$ cat src/rtl/pwm_signal_gen_pkg.sv
// Shared types and constants for the PWM signal generator.
// The DONE state exists only when PWM_GEN_BURST_EN is defined.
package pwm_signal_gen_pkg;

    localparam int DEF_CNT_W  = 24;
    localparam int MIN_PERIOD = 2;
    localparam int BURST_W    = 8;

    typedef enum logic [1:0] {
        IDLE = 2'd0,
        RUN  = 2'd1
`ifdef PWM_GEN_BURST_EN
        ,
        DONE = 2'd2
`endif
    } state_e;

endpackage

$ cat src/rtl/pwm_period_counter.sv
// Period wrap counter with registered level and period-start outputs.
// Period is the config of the current cycle; High is the config of the next one.
module pwm_period_counter
    import pwm_signal_gen_pkg::*;
#(
    parameter int CNT_W = DEF_CNT_W
) (
    input  logic             Clk,
    input  logic             Rst,
    input  logic             Run,
    input  logic             RunNext,
    input  logic [CNT_W-1:0] Period,
    input  logic [CNT_W-1:0] High,
    output logic [CNT_W-1:0] Cnt,
    output logic             Wrap,
    output logic             Level,
    output logic             First
);

    logic [CNT_W-1:0] cnt_q, cnt_d;
    logic             level_q, level_d;
    logic             first_q, first_d;

    assign Wrap = Run && (cnt_q >= Period - CNT_W'(1));

    // NOTE: every signal written here gets a default first, so no latch is inferred.
    always_comb begin
        cnt_d = '0;
        if (RunNext && Run && !Wrap) begin
            cnt_d = cnt_q + CNT_W'(1);
        end
        // Outputs are registered from the next count so they line up with Cnt.
        level_d = RunNext && (cnt_d < High);
        first_d = RunNext && (cnt_d == '0);
    end

    // NOTE: sequential state uses non-blocking assignments and a synchronous reset.
    always_ff @(posedge Clk) begin
        if (Rst) begin
            cnt_q   <= '0;
            level_q <= 1'b0;
            first_q <= 1'b0;
        end else begin
            cnt_q   <= cnt_d;
            level_q <= level_d;
            first_q <= first_d;
        end
    end

    assign Cnt   = cnt_q;
    assign Level = level_q;
    assign First = first_q;

endmodule

$ cat src/rtl/pwm_signal_gen.sv
// PWM generator: run FSM, config handshake with shadow register, glitch-free switching.
// Define PWM_GEN_BURST_EN to add the CfgBurst/Done burst mode and DONE state.
module pwm_signal_gen
    import pwm_signal_gen_pkg::*;
#(
    parameter int CNT_W      = DEF_CNT_W,
    parameter int DEF_PERIOD = 100000,
    parameter int DEF_HIGH   = 50000
) (
    input  logic               Clk,
    input  logic               Rst,
    input  logic               En,
    input  logic               CfgValid,
    output logic               CfgReady,
    input  logic [CNT_W-1:0]   CfgPeriod,
    input  logic [CNT_W-1:0]   CfgHigh,
    output logic               CfgErr,
    output logic               SignalOut,
    output logic               PeriodStart
`ifdef PWM_GEN_BURST_EN
    ,
    input  logic [BURST_W-1:0] CfgBurst,
    output logic               Done
`endif
);

    state_e           state_q, state_d;
    logic [CNT_W-1:0] period_q, period_d;
    logic [CNT_W-1:0] high_q, high_d;
    logic [CNT_W-1:0] shd_period_q, shd_period_d;
    logic [CNT_W-1:0] shd_high_q, shd_high_d;
    logic             pending_q, pending_d;
    logic             cfg_err_q, cfg_err_d;
    logic             cfg_offer, cfg_accept, cfg_apply;
    logic             wrap;
    logic [CNT_W-1:0] cnt;

`ifdef PWM_GEN_BURST_EN
    logic [BURST_W-1:0] burst_q, burst_d;
    logic [BURST_W-1:0] shd_burst_q, shd_burst_d;
    logic [BURST_W-1:0] burst_cnt_q, burst_cnt_d;
    logic               done_q, done_d;
    logic               burst_last;

    assign burst_last = (burst_q != '0) && (burst_cnt_q == burst_q - BURST_W'(1));
`endif

    always_comb begin
        cfg_offer  = CfgValid && !pending_q;
        cfg_accept = cfg_offer && (CfgPeriod >= CNT_W'(MIN_PERIOD));
        cfg_err_d  = cfg_offer && !cfg_accept;
        // Outside RUN a config takes effect at once; inside RUN only at a wrap.
        cfg_apply  = ((state_q != RUN) || wrap) && (cfg_accept || pending_q);

        period_d     = period_q;
        high_d       = high_q;
        shd_period_d = shd_period_q;
        shd_high_d   = shd_high_q;
        pending_d    = pending_q;
`ifdef PWM_GEN_BURST_EN
        burst_d      = burst_q;
        shd_burst_d  = shd_burst_q;
`endif

        if (cfg_apply) begin
            period_d  = cfg_accept ? CfgPeriod : shd_period_q;
            high_d    = cfg_accept ? CfgHigh   : shd_high_q;
            pending_d = 1'b0;
`ifdef PWM_GEN_BURST_EN
            burst_d   = cfg_accept ? CfgBurst  : shd_burst_q;
`endif
        end else if (cfg_accept) begin
            shd_period_d = CfgPeriod;
            shd_high_d   = CfgHigh;
            pending_d    = 1'b1;
`ifdef PWM_GEN_BURST_EN
            shd_burst_d  = CfgBurst;
`endif
        end
    end

    always_comb begin
        state_d = state_q;
        case (state_q)
            IDLE: if (En) state_d = RUN;
            RUN: begin
                if (!En) begin
                    state_d = IDLE;
`ifdef PWM_GEN_BURST_EN
                end else if (wrap && burst_last) begin
                    state_d = DONE;
`endif
                end
            end
`ifdef PWM_GEN_BURST_EN
            DONE: begin
                if (!En) begin
                    state_d = IDLE;
                end else if (cfg_accept) begin
                    state_d = RUN;
                end
            end
`endif
            default: state_d = IDLE;
        endcase
    end

`ifdef PWM_GEN_BURST_EN
    always_comb begin
        burst_cnt_d = burst_cnt_q;
        if ((state_d != RUN) || (state_q != RUN) || cfg_apply) begin
            burst_cnt_d = '0;
        end else if (wrap) begin
            burst_cnt_d = burst_cnt_q + BURST_W'(1);
        end
        done_d = (state_d == DONE);
    end
`endif

    always_ff @(posedge Clk) begin
        if (Rst) begin
            state_q      <= IDLE;
            period_q     <= CNT_W'(DEF_PERIOD);
            high_q       <= CNT_W'(DEF_HIGH);
            shd_period_q <= '0;
            shd_high_q   <= '0;
            pending_q    <= 1'b0;
            cfg_err_q    <= 1'b0;
`ifdef PWM_GEN_BURST_EN
            burst_q      <= '0;
            shd_burst_q  <= '0;
            burst_cnt_q  <= '0;
            done_q       <= 1'b0;
`endif
        end else begin
            state_q      <= state_d;
            period_q     <= period_d;
            high_q       <= high_d;
            shd_period_q <= shd_period_d;
            shd_high_q   <= shd_high_d;
            pending_q    <= pending_d;
            cfg_err_q    <= cfg_err_d;
`ifdef PWM_GEN_BURST_EN
            burst_q      <= burst_d;
            shd_burst_q  <= shd_burst_d;
            burst_cnt_q  <= burst_cnt_d;
            done_q       <= done_d;
`endif
        end
    end

    pwm_period_counter #(
        .CNT_W (CNT_W)
    ) u_counter (
        .Clk     (Clk),
        .Rst     (Rst),
        .Run     (state_q == RUN),
        .RunNext (state_d == RUN),
        .Period  (period_q),
        .High    (high_d),
        .Cnt     (cnt),
        .Wrap    (wrap),
        .Level   (SignalOut),
        .First   (PeriodStart)
    );

    // The period only changes at a wrap, so the count must stay inside it.
    always_ff @(posedge Clk) begin
        if (!Rst && (state_q == RUN)) begin
            assert (cnt <= period_q - CNT_W'(1));
        end
    end

    assign CfgReady = !pending_q;
    assign CfgErr   = cfg_err_q;
`ifdef PWM_GEN_BURST_EN
    assign Done     = done_q;
`endif

endmodule
$ cat config.mk
export PLATFORM = sky130hd
export DESIGN_NAME = pwm_signal_gen
export DESIGN_NICKNAME = d
export VERILOG_FILES = /design/src/rtl/pwm_signal_gen_pkg.sv /design/src/rtl/pwm_period_counter.sv /design/src/rtl/pwm_signal_gen.sv
export SDC_FILE = /design/constraint.sdc
export NUM_CORES = 1
export LEC_CHECK = 0
export BUFFER_PORTS_ARGS = -buffer_cell sky130_fd_sc_hd__buf_4
export CAP_MARGIN = 20
export CORE_MARGIN = 4
export CORE_UTILIZATION = 41
export CTS_CLUSTER_DIAMETER = 120
export CTS_CLUSTER_SIZE = 16
export DETAILED_ROUTE_END_ITERATION = 12
export PLACE_DENSITY = 0.62
export SETUP_SLACK_MARGIN = 0.15
export SYNTH_ARGS = -nofsm -noshare
export SYNTH_HDL_FRONTEND = slang
export SYNTH_HIERARCHICAL = 1
export SYNTH_SLANG_ARGS = --single-unit
$ cat constraint.sdc
create_clock -name Clk -period 16.2 [get_ports Clk]
set_input_delay 0 -clock Clk [delete_from_list [all_inputs] [get_ports Clk]]
set_output_delay 0 -clock Clk [all_outputs]
set_load 0.01 [all_outputs]
==> run metrics <==
CTS Root Cell clkbuf_16; vias in the first global route 6,048; Final min period 7350 ps; multiplexer share of the synthesized area 3.44%; WL per Instance 15.0 um; core area 0.0174 sq mm; DR pass1 iterations 6; Crit Path Category register to register; register bit total from synthesis 126; Residual DRC 0; Synth Cell Area 0.00727 sq mm; vias per cell 5.30; adder-cell share of the synthesized area 8.43%; sequential share of the synthesized area 34.7%; Compound-Gate Fraction of Synth Area 18.9%; chip height 141 um; Static Leak 0.00336 uW; CP endpoint kind register; CTS resizes 0; final core area utilization 50.6%; RD Place Congestion 0.888; Startpoint Class register; Area Growth Syn to Fin 20.7%; EDFF count, synth 0; clk_skew 6.37 ps; final setup fails 0; hpwl dp 12,600 um; Post-Synthesis Cells 893; status completed; initial antenna violation count 0; first-pass GRT wire length 30,100 um; Total GRT Usage 18.6%; YS warnings 6; total congestion overflow 0; Die ar. 0.0199 sq mm; Syn Area/Cell 8.15 sq um; largest family of logic cells by synthesized area simple AND/OR/NAND/NOR gates; pwr dens 91.3 mW/mm^2; WP data required 16,560 ps; Worst-path clk slew 50 ps; Slew @ Worst Pin 956 ps; Top FF cell, synth dfxtp_1; max cap viols 0; Nets 1,068; Async S/R FF share, synth 0%; Slew Limit Fails 0; leading area contributor after synthesis dfxtp_1; FMAX 136 MHz; CTS tree done; layout cells sized above 1 13.2%; largest net degree at the start of global routing 55; Net Count, Synth 994; clock latency at the later pin of the worst-skew pair 420 ps; I/O Pins 56; maximum VDD drop 0.0707 mV; setup TNS 0 ps; Total Wirelength 18,100 um; routed vias 6,392; PortBufs 55; antenna viol nets, final 0; worst-path fanout max 54; Fill cells 1,659; CP arrival 7710 ps; num rows 48; Distinct cells, synth 70; H-tree depth 4; Slew headroom 36.3%; Clock Path Buffers 2; final worst-path cycle share 45.4%; top cells by area, synth dfxtp_1 35%, ha_1 8.4%, nand2_1 7.8%; hold_buf cts 51; Hold WC Path Type input port to register; RSZ-0062 raised after global routing false; number of buffers created by CTS 17; Die X 141 um; Fin. Hold Viols 0; Ant. Diodes 0; Synth Area in XOR/XNOR 4.45%; Initial Util 41.9%; Post-Synth Simple-Gate Area 23.3%; CTS sink count 126; Yosys top cell area share 34.7%; postcts setup bufs 0; initial drt markers 318
[where the power goes]
part | switching, uW | internal [uW] | leakage [uW]
Sequential | 7.35 | 321 | 0.00103
Clock | 138 | 241 | 0.000281
Combinational | 51.2 | 42.7 | 0.00205
Total | 197 | 605 | 0.00336
[sequential cells by signal, indices dropped and copies added (netlist names)]
register         count
shd_period_q        24
high_q              24
u_counter/First      1
u_counter/Cnt       24
u_counter/Level      1
period_q            24
pending_q            1
state_q              2
shd_high_q          24
CfgErr               1
[area by class of cell]
type / count / area [sq um] / share of cell area, %
Timing Repair Buffer: 111 / 961 / 10.9
Multi-Input combinational cell: 674 / 4290 / 48.9
Sequential cell: 126 / 2520 / 28.7
Inverter: 37 / 139 / 1.58
Tap cell: 225 / 282 / 3.21
Clock inverter: 11 / 143 / 1.62
Clock buffer: 21 / 440 / 5.02
[cell families after synthesis]
group	Yosys count
adders and majority gates	49
AOI/OAI and AO/OA	208
muxes	25
xor gates and xnor gates	37
and+or+nand+nor	354
DFF	126
other	1
buffers and inverters	93
[critical path, cell delays in order, from the launching register on]
cell,delay (ps)
dfxtp_1,330
nor3_1,250
nand3_1,160
or4_1,490
nand2b_1,260
nor4_1,320
xnor2_1,120
ha_1,310
nand4_1,130
nor4_1,410
o21ai_0,210
nor3_1,190
o41a_1,140
or3b_1,240
o21ai_0,220
a31oi_4,740
buf_4,620
nor2_1,140
a21oi_1,150
inv_1,60
ha_1,320
a21o_1,180
a21o_1,160
a2111oi_0,510
o221ai_1,210
a221oi_1,250
o31a_1,180
[path summary, 6_finish.rpt]
| kind | to | slack [ps] | startpoint | depth (start not counted) |
|---|---|---|---|---|
| worst max-delay path | u_counter/Level | 8850 | period_q[4] | 26 |
| worst min register to register | shd_high_q[18] | 450 | shd_high_q[18] | 2 |
| worst max register to register | u_counter/Level | 8850 | period_q[4] | 26 |
| worst min-delay path | shd_high_q[18] | 20 | Rst | 2 |
[synthesized netlist by cell type, types with 3 or more instances]
cell      number
nand2_1      152
dfxtp_1      126
nor2_1        98
a21oi_1       83
ha_1          49
o21ai_0       38
inv_1         37
xnor2_1       27
mux2i_1       25
clkbuf_1      22
a211oi_2      18
a31oi_1       17
buf_2         17
nor4_1        16
nand4_1       15
nor3_1        15
a21o_1        11
xor2_1        10
a221oi_1       9
nand3_1        7
nor2b_1        7
o211ai_1       6
and4_1         5
buf_4          5
buf_6          5
a31o_2         4
nand2b_1       4
or3_1          4
buf_12         3
nor4_2         3
o31a_1         3
[placed cells by master, fill, tap and decap left out, types with 5 or more instances in the layout]
master,netlist,layout
a211oi_2,18,18
a21o_1,11,11
a21oi_1,83,83
a221oi_1,9,9
a31oi_1,17,16
and4_1,5,5
buf_4,5,60
clkbuf_16,0,17
dfxtp_1,126,126
dlygate4sd3_1,0,51
ha_1,49,49
inv_1,37,37
mux2i_1,25,25
nand2_1,152,152
nand3_1,7,7
nand4_1,15,15
nor2_1,98,98
nor2b_1,7,7
nor3_1,15,15
nor4_1,16,16
o211ai_1,6,6
o21ai_0,38,38
xnor2_1,27,27
xor2_1,10,10
[layer usage]
layer  global-route usage, %  wire, um  up-vias
met5                       0         0        -
met4                    5.71       195        0
met3                    3.56       733       18
met2                    29.2      8370      135
met1                    25.9      8810     2948
li1                        -         -     3291
[stage by stage]
stage | setup slack [ps] | total power, uW | hold slack [ps] | instance area (sq um) | cells
global placement | 9140 | 418 | 256 | 7690 | 1122
CTS | 8850 | 810 | 0.756 | 8780 | 1205
global route | 8120 | 835 | 18.2 | 8780 | 1205
finish | 8850 | 802 | 16.5 | 8780 | 1205
detailed placement | 8940 | 419 | 265 | 7690 | 1122
floorplan | 10720 | 393 | 136 | 7270 | 893
No activity file was read; power rests on OpenSTA's default activity.
